**src/rtl/gpio_in_debounce.sv**
```systemverilog
// Per-pin pad conditioning: two-flop synchronizer followed by a programmable
// debounce filter, producing a clean level plus registered rise/fall pulses.
module gpio_in_debounce #(
   parameter int unsigned          NumGpio  = 20,
   parameter int unsigned          CntW     = 16,
   parameter logic [NumGpio-1:0]   ResetVal = '0
) (
   input  logic                clk_i,
   input  logic                rst_ni,
   input  logic [NumGpio-1:0]  gpio_i,
   input  logic [CntW-1:0]     debounce_cycles_i,
   input  logic                bypass_i,
   output logic [NumGpio-1:0]  gpio_o,
   output logic [NumGpio-1:0]  rise_o,
   output logic [NumGpio-1:0]  fall_o,
   output logic                any_edge_o
);

   logic [NumGpio-1:0]            r_s1;
   logic [NumGpio-1:0]            r_s2;
   logic [NumGpio-1:0]            r_stable;
   logic [NumGpio-1:0][CntW-1:0]  r_cnt;
   logic [NumGpio-1:0]            r_rise;
   logic [NumGpio-1:0]            r_fall;
   logic                          r_any;

   logic [CntW-1:0]               w_neff;
   logic [NumGpio-1:0]            w_stable_nxt;
   logic [NumGpio-1:0][CntW-1:0]  w_cnt_nxt;
   logic [NumGpio-1:0]            w_rise_nxt;
   logic [NumGpio-1:0]            w_fall_nxt;
   logic                          w_any_nxt;

   // Effective threshold: zero is treated as a single-cycle filter.
   always_comb begin
      w_neff = debounce_cycles_i;
      if (debounce_cycles_i == {CntW{1'b0}}) begin
         w_neff = {{(CntW-1){1'b0}}, 1'b1};
      end else begin
         w_neff = debounce_cycles_i;
      end
   end

   // Per-bit filter next state; the threshold compare is one bit wider so it never wraps.
   always_comb begin
      w_stable_nxt = r_stable;
      w_cnt_nxt    = r_cnt;
      for (int i = 0; i < int'(NumGpio); i++) begin
         if (bypass_i) begin
            w_stable_nxt[i] = r_s2[i];
            w_cnt_nxt[i]    = {CntW{1'b0}};
         end else if (r_s2[i] == r_stable[i]) begin
            w_stable_nxt[i] = r_stable[i];
            w_cnt_nxt[i]    = {CntW{1'b0}};
         end else if (({1'b0, r_cnt[i]} + {{CntW{1'b0}}, 1'b1}) >= {1'b0, w_neff}) begin
            w_stable_nxt[i] = r_s2[i];
            w_cnt_nxt[i]    = {CntW{1'b0}};
         end else begin
            w_stable_nxt[i] = r_stable[i];
            w_cnt_nxt[i]    = r_cnt[i] + {{(CntW-1){1'b0}}, 1'b1};
         end
      end
   end

   // Edge detection on the stable level, aligned with its update.
   always_comb begin
      w_rise_nxt = w_stable_nxt & ~r_stable;
      w_fall_nxt = ~w_stable_nxt & r_stable;
      w_any_nxt  = |(w_rise_nxt | w_fall_nxt);
   end

   // State registers with synchronous active-low reset; a reset discards any partial count.
   always_ff @(posedge clk_i) begin
      if (!rst_ni) begin
         r_s1     <= ResetVal;
         r_s2     <= ResetVal;
         r_stable <= ResetVal;
         r_cnt    <= '0;
         r_rise   <= {NumGpio{1'b0}};
         r_fall   <= {NumGpio{1'b0}};
         r_any    <= 1'b0;
      end else begin
         r_s1     <= gpio_i;
         r_s2     <= r_s1;
         r_stable <= w_stable_nxt;
         r_cnt    <= w_cnt_nxt;
         r_rise   <= w_rise_nxt;
         r_fall   <= w_fall_nxt;
         r_any    <= w_any_nxt;
      end
   end

   assign gpio_o     = r_stable;
   assign rise_o     = r_rise;
   assign fall_o     = r_fall;
   assign any_edge_o = r_any;

endmodule

```
**config.mk**
```make
export PLATFORM = sky130hd
export DESIGN_NAME = gpio_in_debounce
export DESIGN_NICKNAME = d
export VERILOG_FILES = /design/src/rtl/gpio_in_debounce.sv
export SDC_FILE = /design/constraint.sdc
export NUM_CORES = 1
export LEC_CHECK = 0
export BUFFER_PORTS_ARGS = -buffer_cell sky130_fd_sc_hd__buf_2
export CAP_MARGIN = 0
export CORE_MARGIN = 10
export CORE_UTILIZATION = 46
export CTS_CLUSTER_DIAMETER = 200
export DETAILED_ROUTE_END_ITERATION = 10
export HOLD_SLACK_MARGIN = 0.15
export PLACE_DENSITY = 0.59
export SLEW_MARGIN = 20
export SYNTH_ARGS = -nofsm -noshare
export SYNTH_HDL_FRONTEND = slang
export SYNTH_SLANG_ARGS = --single-unit
export TNS_END_PERCENT = 50
```
**constraint.sdc**
```tcl
create_clock -name clk_i -period 5.35 [get_ports clk_i]
set_input_delay 1.07 -clock clk_i [delete_from_list [all_inputs] [get_ports clk_i]]
set_output_delay 1.07 -clock clk_i [all_outputs]
set_load 0.01 [all_outputs]
```
# ---- Yosys cells after proc, flatten, opt, wreduce, memory -nomap -nowiden
# Index checks and enable logic that the tools add are counted.
dict set report totals {
  regBits 421
  output_inout_bits 61
  in_bits 39
}
dict set report classes {
  bitwise_logic 6
  order_cmp 20
  mux 61
  reduce_logical 22
  eq_ne 20
  add_sub_neg 40
}
# op count
set ops {}
lappend ops {{adder 16 x 1 -> 17 bit (second input constant)} 20}
lappend ops {{greater-or-equal comparator 17 x 16 -> 1 bit} 20}
lappend ops {{adder 16 x 1 -> 16 bit (second input constant)} 20}
lappend ops {{OR reduction 4 bit} 20}
lappend ops {{2-to-1 mux 1 bit} 60}
lappend ops {{AND 20 bit} 2}
lappend ops {{NOT 20 bit} 2}
lappend ops {{== test 1 bit} 20}
lappend ops {{OR 20 bit} 1}
lappend ops {{OR reduction 20 bit} 1}
lappend ops {{logical NOT 16 bit} 1}
lappend ops {{2-to-1 mux 16 bit} 1}
lappend ops {{NOT 1 bit} 1}

# ---- Logic depth before layout (Yosys ltp)
# Gate-level depths: netlist of the first run.
dict set report logic_depth {
  depth_word 10
  depth_mapped 17
  mapped_depth_nobuf 17
}

# ---- Least setup slack after synthesis of the first run
# Ideal clock, no wire load.
dict set report synth_timing {
  kind {input-to-reg}
  startpoint {in debounce_cycles_i[8]}
  endpoint {reg r_any, in the netlist any_edge_o}
  path_stages 13
  arrival_ns 4.638
  path_slack_ns 0.592
  path_buffers 0
  setup_time_ns 0.120
  path_cell_list {nor4_1 a41o_1 ha_1 nand2b_1 a21o_1 a2111oi_0 o21ai_1 nor3_1 mux2_2 ha_1 nand4_1 or3_1 o31a_1}
}
dict set report synth_between {
  elab_chain_len 10
  elab_cells_between_ends 87
  cone_classes {order compare: 20; mux: 61; bitwise: 4; reduce/logical: 2}
}
# item line_no
set synth_rtl {}
lappend synth_rtl {{start: declaration} 11} ;# input logic [CntW-1:0] debounce_cycles_i,
lappend synth_rtl {{logical NOT 16 bit} 37} ;# if (debounce_cycles_i == {CntW{1'b0}}) begin
lappend synth_rtl {{2-to-1 mux 16 bit (*)} 37}
lappend synth_rtl {{greater-or-equal comparator 17 x 16 -> 1 bit (*)} 55} ;# end else if (({1'b0, r_cnt[i]} + {{CntW{1'b0}}, 1'b1}) >= {1'b0, w_neff}) begin
lappend synth_rtl {{2-to-1 mux 1 bit (*)} 55}
lappend synth_rtl {{2-to-1 mux 1 bit (*)} 52} ;# end else if (r_s2[i] == r_stable[i]) begin
lappend synth_rtl {{2-to-1 mux 1 bit (*)} 49} ;# if (bypass_i) begin
lappend synth_rtl {{net w_stable_nxt[17]} 28} ;# logic [NumGpio-1:0] w_stable_nxt;
lappend synth_rtl {{NOT 20 bit} 68} ;# w_fall_nxt = ~w_stable_nxt & r_stable;
lappend synth_rtl {{AND 20 bit} 68}
lappend synth_rtl {{OR 20 bit (*)} 69} ;# w_any_nxt = |(w_rise_nxt | w_fall_nxt);
lappend synth_rtl {{OR reduction 20 bit (*)} 69}
lappend synth_rtl {{end signal: assignment} 89} ;# r_any <= w_any_nxt;
lappend synth_rtl {{end: declaration} 25} ;# logic r_any;
# The timed path passes the listed nets; every way through them passes the cells marked *.
# A chain may end at the register's enable or synchronous reset.

# ---- Final worst setup path of the first run
dict set report layout_timing {
  startpoint {reg r_cnt[64] (netlist bit)}
  endpoint {reg r_any, in the netlist any_edge_o}
}
dict set report layout_between {
  elab_chain_len 9
  elab_cells_between_ends 10
  cone_classes {add/sub: 1; order compare: 1; mux: 3; bitwise: 4; reduce/logical: 1}
}
# item line_no
set layout_rtl {}
lappend layout_rtl {{start: declaration} 22} ;# logic [NumGpio-1:0][CntW-1:0] r_cnt;
lappend layout_rtl {{start signal: assignment} 86} ;# r_cnt <= w_cnt_nxt;
lappend layout_rtl {{adder 16 x 1 -> 17 bit (*)} 55}
lappend layout_rtl {{greater-or-equal comparator 17 x 16 -> 1 bit (*)} 55}
lappend layout_rtl {{2-to-1 mux 1 bit (*)} 55}
lappend layout_rtl {{2-to-1 mux 1 bit (*)} 52}
lappend layout_rtl {{2-to-1 mux 1 bit (*)} 49}
lappend layout_rtl {{net w_stable_nxt[4]} 28}
lappend layout_rtl {{NOT 20 bit} 68}
lappend layout_rtl {{AND 20 bit} 68}
lappend layout_rtl {{OR 20 bit (*)} 69}
lappend layout_rtl {{OR reduction 20 bit (*)} 69}
# Marked as above.

==> out/results.txt, run 1 <==
The run finished with clean final reports. In this run the critical register-to-register path is captured at any_edge_o$_SDFF_PN0_. The die footprint came out at 0.0637 mm^2.

The net switching fraction of the power is 23.1%, and the floorplan die width is 252 um. TritonCTS built the clock tree. The global-route total usage across every layer came out at 20.3%. Along the worst path, the maximum fanout reaches 5. The floorplan step defined a core boundary enclosing 0.0536 mm^2. The signal on the critical path passes through ha_1 > nand3_1 > nor3_1 > nand3_1 > xnor2_1 > ha_1 > a21oi_1 > nor2b_1 > a311o_1 > nor4_1 > mux2i_1 > inv_1 > ha_1 > nand4_1 > or3_1 > o31a_1.

Via count of the first global-routing pass: 19200. Counting every sink on the clock net gives 421. 100 I/O pins were placed.

Most prevalent standard cell on the critical path: ha_1. Routability-driven placement congestion ratio: 0.877. The Yosys step of the flow raised 0 warnings. The worst setup path is captured at a flip-flop. The first routing iteration left 1058 violations.

The worst setup path is launched from a flip-flop. In this run, the clock network consumes 51.3% of the power. Averaged over all synthesized cells, the footprint is 9.23 um^2. Most frequently used cell type in the post-synthesis netlist: dfxtp_1. In the final layout, flip-flops and latches occupy 0.00843 mm^2. Counting flops and latches in the post-synthesis netlist gives 421.

For the maximum number of pins on one net before global-route repair, the log shows 82. The sequential cell fraction of total power is 42.6%, and the clock-pin transition on the worst setup and hold timing paths is 60 ps. The global-route wire length before repair was 103000 um. The logs give 4896 for the layout filler cell count and 211 MHz for the highest achievable clock rate.

For the net switching power, the log shows 1.73 mW. Starting utilization of the core area: 46.3%. Setup violations remaining at the end of the flow were counted as 0. The worst-case vdd ir drop came out at 0.000215 V.

The number of hold violations in the final report was 0; the setup slack of the most critical reg-to-reg path was 610 ps. The post-synthesis cell count is 2689, and the number of cell instances on the worst register-to-register path is 16. Buffers inserted during clock tree synthesis total 50. The cell depth of the worst hold path is 1, and the post-CTS setup buffer count is 0. After global routing the overflow that remains totals 0. Dividing total power by cell area gives a power density of 264 mW/mm^2. On the critical path, the stage with the largest delay is an instance of nor3_1.

Post-detailed-placement cell area: 0.0264 mm^2. Summed over all layers, the routed wires come to 65300 um. The depth of the CTS H-tree is 2. The count of nets after finishing is 3271, and the number of detailed-route iterations in the first pass is 7.

The fraction of final layout cells with drive strength greater than 1 is 10.1%. The worst hold path begins at r_s1[4]$_SDFF_PN0_. After synthesis the cells add up to 0.0248 mm^2.

Detailed placement finished with a half-perimeter wire length of 47600 um. In the routed design, unresolved DRC markers number 0. The number of violations of the max-capacitance limit was 0; the number of library cell types mapped by synthesis was 72. For this run, the register share of the synthesized area comes to 33.9%. The area growth from synthesis to layout is 14.1%.

Summed over all instances, the cell type with the most area after synthesis is dfxtp_1. The run gives 0 as the quantity of gates resized following cts. The standard-cell row count was 85. The detailed-route via count is 19400, and the area used by multi-input combinational logic is 0.0159 mm^2. Sorting the synthesized cells by area gives the leading types as dfxtp_1 (34%), ha_1 (19%), xnor2_1 (6.4%), nor2b_1 (6.3%), xor2_1 (4.2%). In this run the critical register-to-register path is launched from r_cnt[64]$_SDFF_PP0_. Internal power consumption: 5.75 mW.

The clock passes through at most 3 buffers. The setup total negative slack was 0 ps. Setup repair after global routing left no endpoint under its margin. The clock reaches the later pin of the worst-skew pair after 590 ps. The number of pins with negative max-slew slack in the final report is 0, and the stage delay of the slowest cell on the critical path is 520 ps.

The number of enable flip-flop cells after synthesis works out to 0. The cell sitting at the root of the clock tree is a clkbuf_16. Of the available clock period, the critical path in the final layout requires 88.6%. The worst setup path is of the reg2reg kind. The vertical die dimension is 252 um. The leakage component of the power is 12.8 nW, and the portion of synthesized cell area occupied by the leading cell type is 33.9%.

The number of antenna violations at the first check in global routing was 1. Headroom to the max-slew limit came out at 31.5%. The number of vias per cell was 5.41; the worst clock skew was 15.1 ps. For this run, asynchronously set or reset flops after synthesis account for 0%. The path with the worst hold slack has its endpoint at r_s2[4]$_SDFF_PN0_.

Of the total power, combinational logic draws 6.1%. At the pin with the least slew margin, the transition time is 1030 ps. STA puts the critical path data required time at 5820 ps. The tightest min-delay check is of the reg2reg type. Cts-stage hold buffer count: 0.

Among all flip-flop cells after synthesis, the most frequent one is dfxtp_1. In this run the remaining antenna-violating nets after routing total 0. The clock period could shrink to 4740 ps. When the netlist entered floorplanning its net count stood at 3108.

Port buffering added 99 buffers. The number of antenna diodes in the final layout is 0. The tools report the final standard cell area without fillers as 0.0283 mm^2.

Data on the critical path arrives at its endpoint at 5210 ps. The wire length per cell was 18.2 um. By count the netlist is led by dfxtp_1 (421), ha_1 (380), nor2b_1 (252).
-- power groups by stage --
stage / clock, mW / combinational, mW / sequential (mW)
global route: 4.04 / 0.504 / 3.19
floorplan: 0 / 0.241 / 3.25
CTS: 3.92 / 0.456 / 3.19
detailed placement: 0 / 0.453 / 3.26
global placement: 0 / 0.443 / 3.26
finish: 3.84 / 0.456 / 3.19
-- sequential cells by signal, indices dropped and copies added (netlist names) --
signal      count
rise_o         20
r_cnt         320
r_s1           20
gpio_o         20
any_edge_o      1
fall_o         20
r_s2           20
-- stage by stage --
step | util [%] | power, mW | std cells | hold WS, ps | setup slack [ps]
CTS | 52.8 | 7.56 | 3590 | 421 | 640
floorplan | - | 3.50 | 2689 | 412 | 592
finish | 52.8 | 7.48 | 3590 | 426 | 608
detailed placement | 49.3 | 3.71 | 3496 | 418 | 440
global route | 52.8 | 7.73 | 3590 | 442 | 267
global placement | 49.3 | 3.70 | 3496 | 414 | 463
-- per-layer routing --
layer | GRT usage (%) | routed length [um] | vias up
met1 | 28.3 | 32000 | 9167
met3 | 3.04 | 3590 | 105
met4 | 6.66 | 1700 | 0
met5 | 0 | 0 | -
met2 | 31.6 | 28000 | 388
li1 | - | - | 9747
-- logic make-up after synthesis --
family,share of synthesized area [%]
compound gates,6.62
xor+xnor,10.6
fa+ha+maj,19.2
buf+inv,2.11
flops,33.9
mux,1.92
simple gates,25.7
-- layout make-up --
cell class,count,share of cell area [%]
Sequential cell,421,29.8
Timing Repair Buffer,148,3.23
Clock inverter,24,1.35
Multi-Input combinational cell,2136,56.1
Tap cell,696,3.07
Inverter,95,1.26
Clock buffer,70,5.26
-- how the worst max path moves through the flow --
stage                                     from                     to  depth (start not counted)
after global routing      r_cnt[64]$_SDFF_PP0_  any_edge_o$_SDFF_PN0_                         16
after CTS                 r_cnt[64]$_SDFF_PP0_  any_edge_o$_SDFF_PN0_                         16
after detailed placement  debounce_cycles_i[1]  any_edge_o$_SDFF_PN0_                         15
after global placement    debounce_cycles_i[1]  any_edge_o$_SDFF_PN0_                         15
final                     r_cnt[64]$_SDFF_PP0_  any_edge_o$_SDFF_PN0_                         16
after floorplan           debounce_cycles_i[8]  any_edge_o$_SDFF_PN0_                         13
-- critical path: cells and delay by family (launching register included) --
| family | cells | cell delay, ps |
|---|---|---|
| XOR/XNOR | 1 | 170 |
| flip-flops | 1 | 390 |
| AND/OR/NAND/NOR | 7 | 1970 |
| AO/OA/AOI/OAI | 3 | 790 |
| multiplexers | 1 | 340 |
| buffers and inverters | 1 | 80 |
| adder cells (fa/ha/maj) | 3 | 900 |
-- cell usage in the layout, fill, tap and decap left out, types with 11 or more instances in the layout --
| cell type | synthesis | layout |
|---|---|---|
| xnor2_1 | 181 | 181 |
| a21oi_1 | 92 | 92 |
| and2_1 | 93 | 93 |
| nor4_1 | 26 | 26 |
| o21ai_0 | 41 | 41 |
| mux2_2 | 13 | 13 |
| mux2i_1 | 33 | 33 |
| and2b_1 | 11 | 11 |
| ha_1 | 380 | 380 |
| buf_2 | 4 | 98 |
| clkbuf_16 | 0 | 53 |
| nor2b_2 | 15 | 15 |
| and4_1 | 20 | 20 |
| nor2b_1 | 252 | 252 |
| inv_1 | 95 | 95 |
| nand2_1 | 183 | 183 |
| xor2_1 | 119 | 119 |
| a211oi_1 | 15 | 15 |
| nor3_1 | 43 | 43 |
| nand2b_1 | 17 | 17 |
| a21o_1 | 28 | 28 |
| buf_4 | 0 | 46 |
| and3_1 | 62 | 62 |
| dfxtp_1 | 421 | 421 |
| nand3_1 | 146 | 146 |
| nand4_1 | 90 | 90 |
| nor2_1 | 145 | 145 |
Note: power is estimated with default switching activity, not from simulation.
==> run 2: changes to the inputs <==
--- a/config.mk
+++ b/config.mk
@@ -12,7 +12,7 @@
 export CTS_CLUSTER_DIAMETER = 200
 export DETAILED_ROUTE_END_ITERATION = 10
 export HOLD_SLACK_MARGIN = 0.15
-export PLACE_DENSITY = 0.59
+export PLACE_DENSITY = 0.62
 export SLEW_MARGIN = 20
 export SYNTH_ARGS = -nofsm -noshare
 export SYNTH_HDL_FRONTEND = slang
==> constraint.sdc (replaced) <==
create_clock -name clk_i -period 4.06 [get_ports clk_i]
set_input_delay 0.812 -clock clk_i [delete_from_list [all_inputs] [get_ports clk_i]]
set_output_delay 0.812 -clock clk_i [all_outputs]
set_load 0.01 [all_outputs]
==> out/results.txt, run 2 (synthesized netlist as in run 1, its figures left out) <==
The run finished with clean final reports. The number of buffer cells added on primary ports is 99 (unchanged). The number of placed cells counting well taps is 3641 (was 3496), and the highest achievable clock rate is 250 MHz (was 211 MHz). The share of the cycle needed by the critical path after routing is 98.5% (was 88.6%), and the peak fanout along the critical path is 3 (was 5). The number of antenna violations at the first check in global routing was 2 (was 1); the remaining antenna violation count was 0 (unchanged). For the number of sinks handled by clock tree synthesis, the log shows 421 (unchanged). TritonCTS built the clock tree. The worst setup slack after layout was 62.0 ps (was 608 ps). The setup slack at placement is -416 ps (was 440 ps), and the maximum number of pins on one net before global-route repair is 115 (was 82).

The logs give 5 (was 7) for the number of detailed-route iterations in the first pass and 50900 um (was 47600 um) for the half-perimeter wire length after detailed placement. Fraction of final layout cells with drive strength greater than 1: 16.7% (was 10.1%). Cell chain of the critical path: and3_4 > and3_4 > and4_4 > nand4_1 > xnor2_2 > ha_1 > buf_4 > a21o_1 > a21oi_1 > nor4b_4 > mux2_4 > ha_4 > nand4_1 > or3_1 > o31a_1 (was ha_1 > nand3_1 > nor3_1 > nand3_1 > xnor2_1 > ha_1 > a21oi_1 > nor2b_1 > a311o_1 > nor4_1 > mux2i_1 > inv_1 > ha_1 > nand4_1 > or3_1 > o31a_1). The cell class contributing the biggest share of worst-path delay was simple AND/OR/NAND/NOR gates (unchanged). The arrival time of data at the critical path endpoint was 4480 ps (was 5210 ps); the final instance count without filler cells was 3738 (was 3590). Startpoint of the most critical register-to-register path: r_cnt[146]$_SDFF_PP0_ (was r_cnt[64]$_SDFF_PP0_). The number of setup violations in the final report was 0 (unchanged).

Endpoint type of the worst setup path: a flip-flop (unchanged). The run gives 32.4% (was 31.5%) as the remaining max-slew budget at the tightest pin. Most common library cell in the layout ignoring fill and taps: dfxtp_1 (unchanged). The total length of routed wires was 67700 um (was 65300 um); the number of violations of the max-capacitance limit was 0 (unchanged). The kind of critical path was reg2reg (unchanged).

The standard-cell row count was 85 (unchanged); the number of hold violations in the final report was 0 (unchanged). The tools report the worst clock skew as 14.2 ps (was 15.1 ps). The number of flip-flops in the largest register works out to 320 (unchanged).

For the setup total negative slack, the log shows 0 ps (unchanged). The tools report the critical path startpoint category as a flip-flop (unchanged). The post-route core utilization was 55.8% (was 52.8%); the total power per unit cell area was 313 mW/mm^2 (was 264 mW/mm^2).

For the cts-stage hold buffer count, the log shows 0 (unchanged). The tools report the launch point of the worst path as r_cnt[146]$_SDFF_PP0_ (was r_cnt[64]$_SDFF_PP0_). The clock-pin transition on the worst setup and hold timing paths was 60 ps (about the same).

For the total core area, the log shows 0.0536 mm^2 (unchanged). The type of the worst min-delay path was in2reg (was reg2reg). The number of vias per cell was 5.37 (was 5.41). Setup repair after global routing could not meet its margin everywhere.

The tools report the start point of the worst hold path as gpio_i[2] (was r_s1[4]$_SDFF_PN0_). The starting utilization of the core area was 46.3% (unchanged); the global-route total usage across every layer was 20.9% (was 20.3%). The logs give 3 (unchanged) for the deepest clock path buffer count and 0 (unchanged) for the number of pins with negative max-slew slack in the final report. Clock network latency to the later pin of the worst-skew pair: 590 ps (about the same).

The tools report the global-route wire length before repair as 107000 um (was 103000 um). The TritonCTS buffer count came out at 48 (was 50). The count of nets after finishing is 3424 (was 3271), and the top-level I/O count is 100 (unchanged). Stage delay of the slowest cell on the critical path: 420 ps (was 520 ps).

The clock root buffer was clkbuf_16 (unchanged). The total congestion overflow was 0 (unchanged); the total chip power was 9.35 mW (was 7.48 mW). The final standard cell area without fillers came out at 0.0299 mm^2 (was 0.0283 mm^2).

The number of DRC violations after detailed-routing iteration 0 is 1027 (was 1058), and the buffering stage count on the worst path with inverters included is 1 (unchanged). The slew at the pin closest to its max-slew limit was 1010 ps (was 1030 ps); the leakage component of the power was 13.7 nW (was 12.8 nW). The register ranked first by flip-flop count was r_cnt (unchanged). The tools report the worst-case vdd ir drop as 0.000287 V (was 0.000215 V). The worst path required time came out at 4550 ps (was 5820 ps). Die footprint: 0.0637 mm^2 (unchanged).

The worst slack on hold paths is 425 ps (was 426 ps). Routability-driven placement congestion ratio: 0.897 (was 0.877). The floorplan die width is 252 um (unchanged), and the wire length per cell is 18.1 um (was 18.2 um). The post-route DRC violation count is 0 (unchanged).

The via count of the first global-routing pass was 20200 (was 19200); the depth of the CTS H-tree was 2 (unchanged). The final critical-path required period is 4000 ps (was 4740 ps), and the vertical die dimension is 252 um (unchanged). The tools report the detailed-route via count as 20100 (was 19400). Leading cell types in the layout, fill and taps excluded: dfxtp_1 (411), ha_1 (376), nor2b_1 (251), nand2_1 (183), buf_4 (183) (was dfxtp_1 (421), ha_1 (380), nor2b_1 (252), nand2_1 (183), xnor2_1 (181)). The slowest library cell on the worst path was or3_1 (was nor3_1). The relative area change from synthesis to final layout is 20.5% (was 14.1%).

Post-detailed-placement cell area: 0.0278 mm^2 (was 0.0264 mm^2).
==> run 2: final timing paths <==
kind	end	slack, ps	depth (start not counted)
worst min-delay path	r_s1[2]$_SDFF_PN0_	430	2
worst max-delay path	any_edge_o$_SDFF_PN0_	60	15
worst min register to register	r_s2[17]$_SDFF_PN0_	430	1
worst max register to register	any_edge_o$_SDFF_PN0_	60	15
==> run 2: repair_timing <==
item                                    4_1_cts  5_1_grt
setup buffers                                 0       10
pin swaps                                     7       32
resized for setup                            17       69
endpoints found under the setup margin        1        1
==> run 2: layout make-up <==
cell class	instances	area [um^2]
tap	696	871
fill	4758	23700
clock buffer	74	1440
inverter	95	357
timing repair buffer	303	2300
sequential	421	8440
clock inverter	12	171
multi-input combinational	2136	16300
antenna	1	2.50
==> run 2: where the power goes <==
| group | internal (mW) | switching [mW] | total [mW] |
|---|---|---|---|
| clock | 2.68 | 1.77 | 4.45 |
| combinational | 0.293 | 0.403 | 0.696 |
| sequential | 4.17 | 0.0362 | 4.21 |
==> run 2: metal layers <==
metal / global-route usage [%] / part of all wire [%] / up-vias
met3: 2.94 / 4.7 / 126
li1: - / - / 10100
met4: 7.82 / 3.4 / 0
met2: 33.9 / 44 / 420
met1: 27.6 / 47 / 9479
met5: 0 / 0 / -
==> run 2: worst register-to-register path: stages (launching register included) <==
cell and delay [ps]:
dfxtp_2 330, and3_4 180, and3_4 190, and4_4 210, nand4_1 150, xnor2_2 220
ha_1 270, buf_4 140, a21o_1 160, a21oi_1 260, nor4b_4 300, mux2_4 350
ha_4 260, nand4_1 220, or3_1 420, o31a_1 230
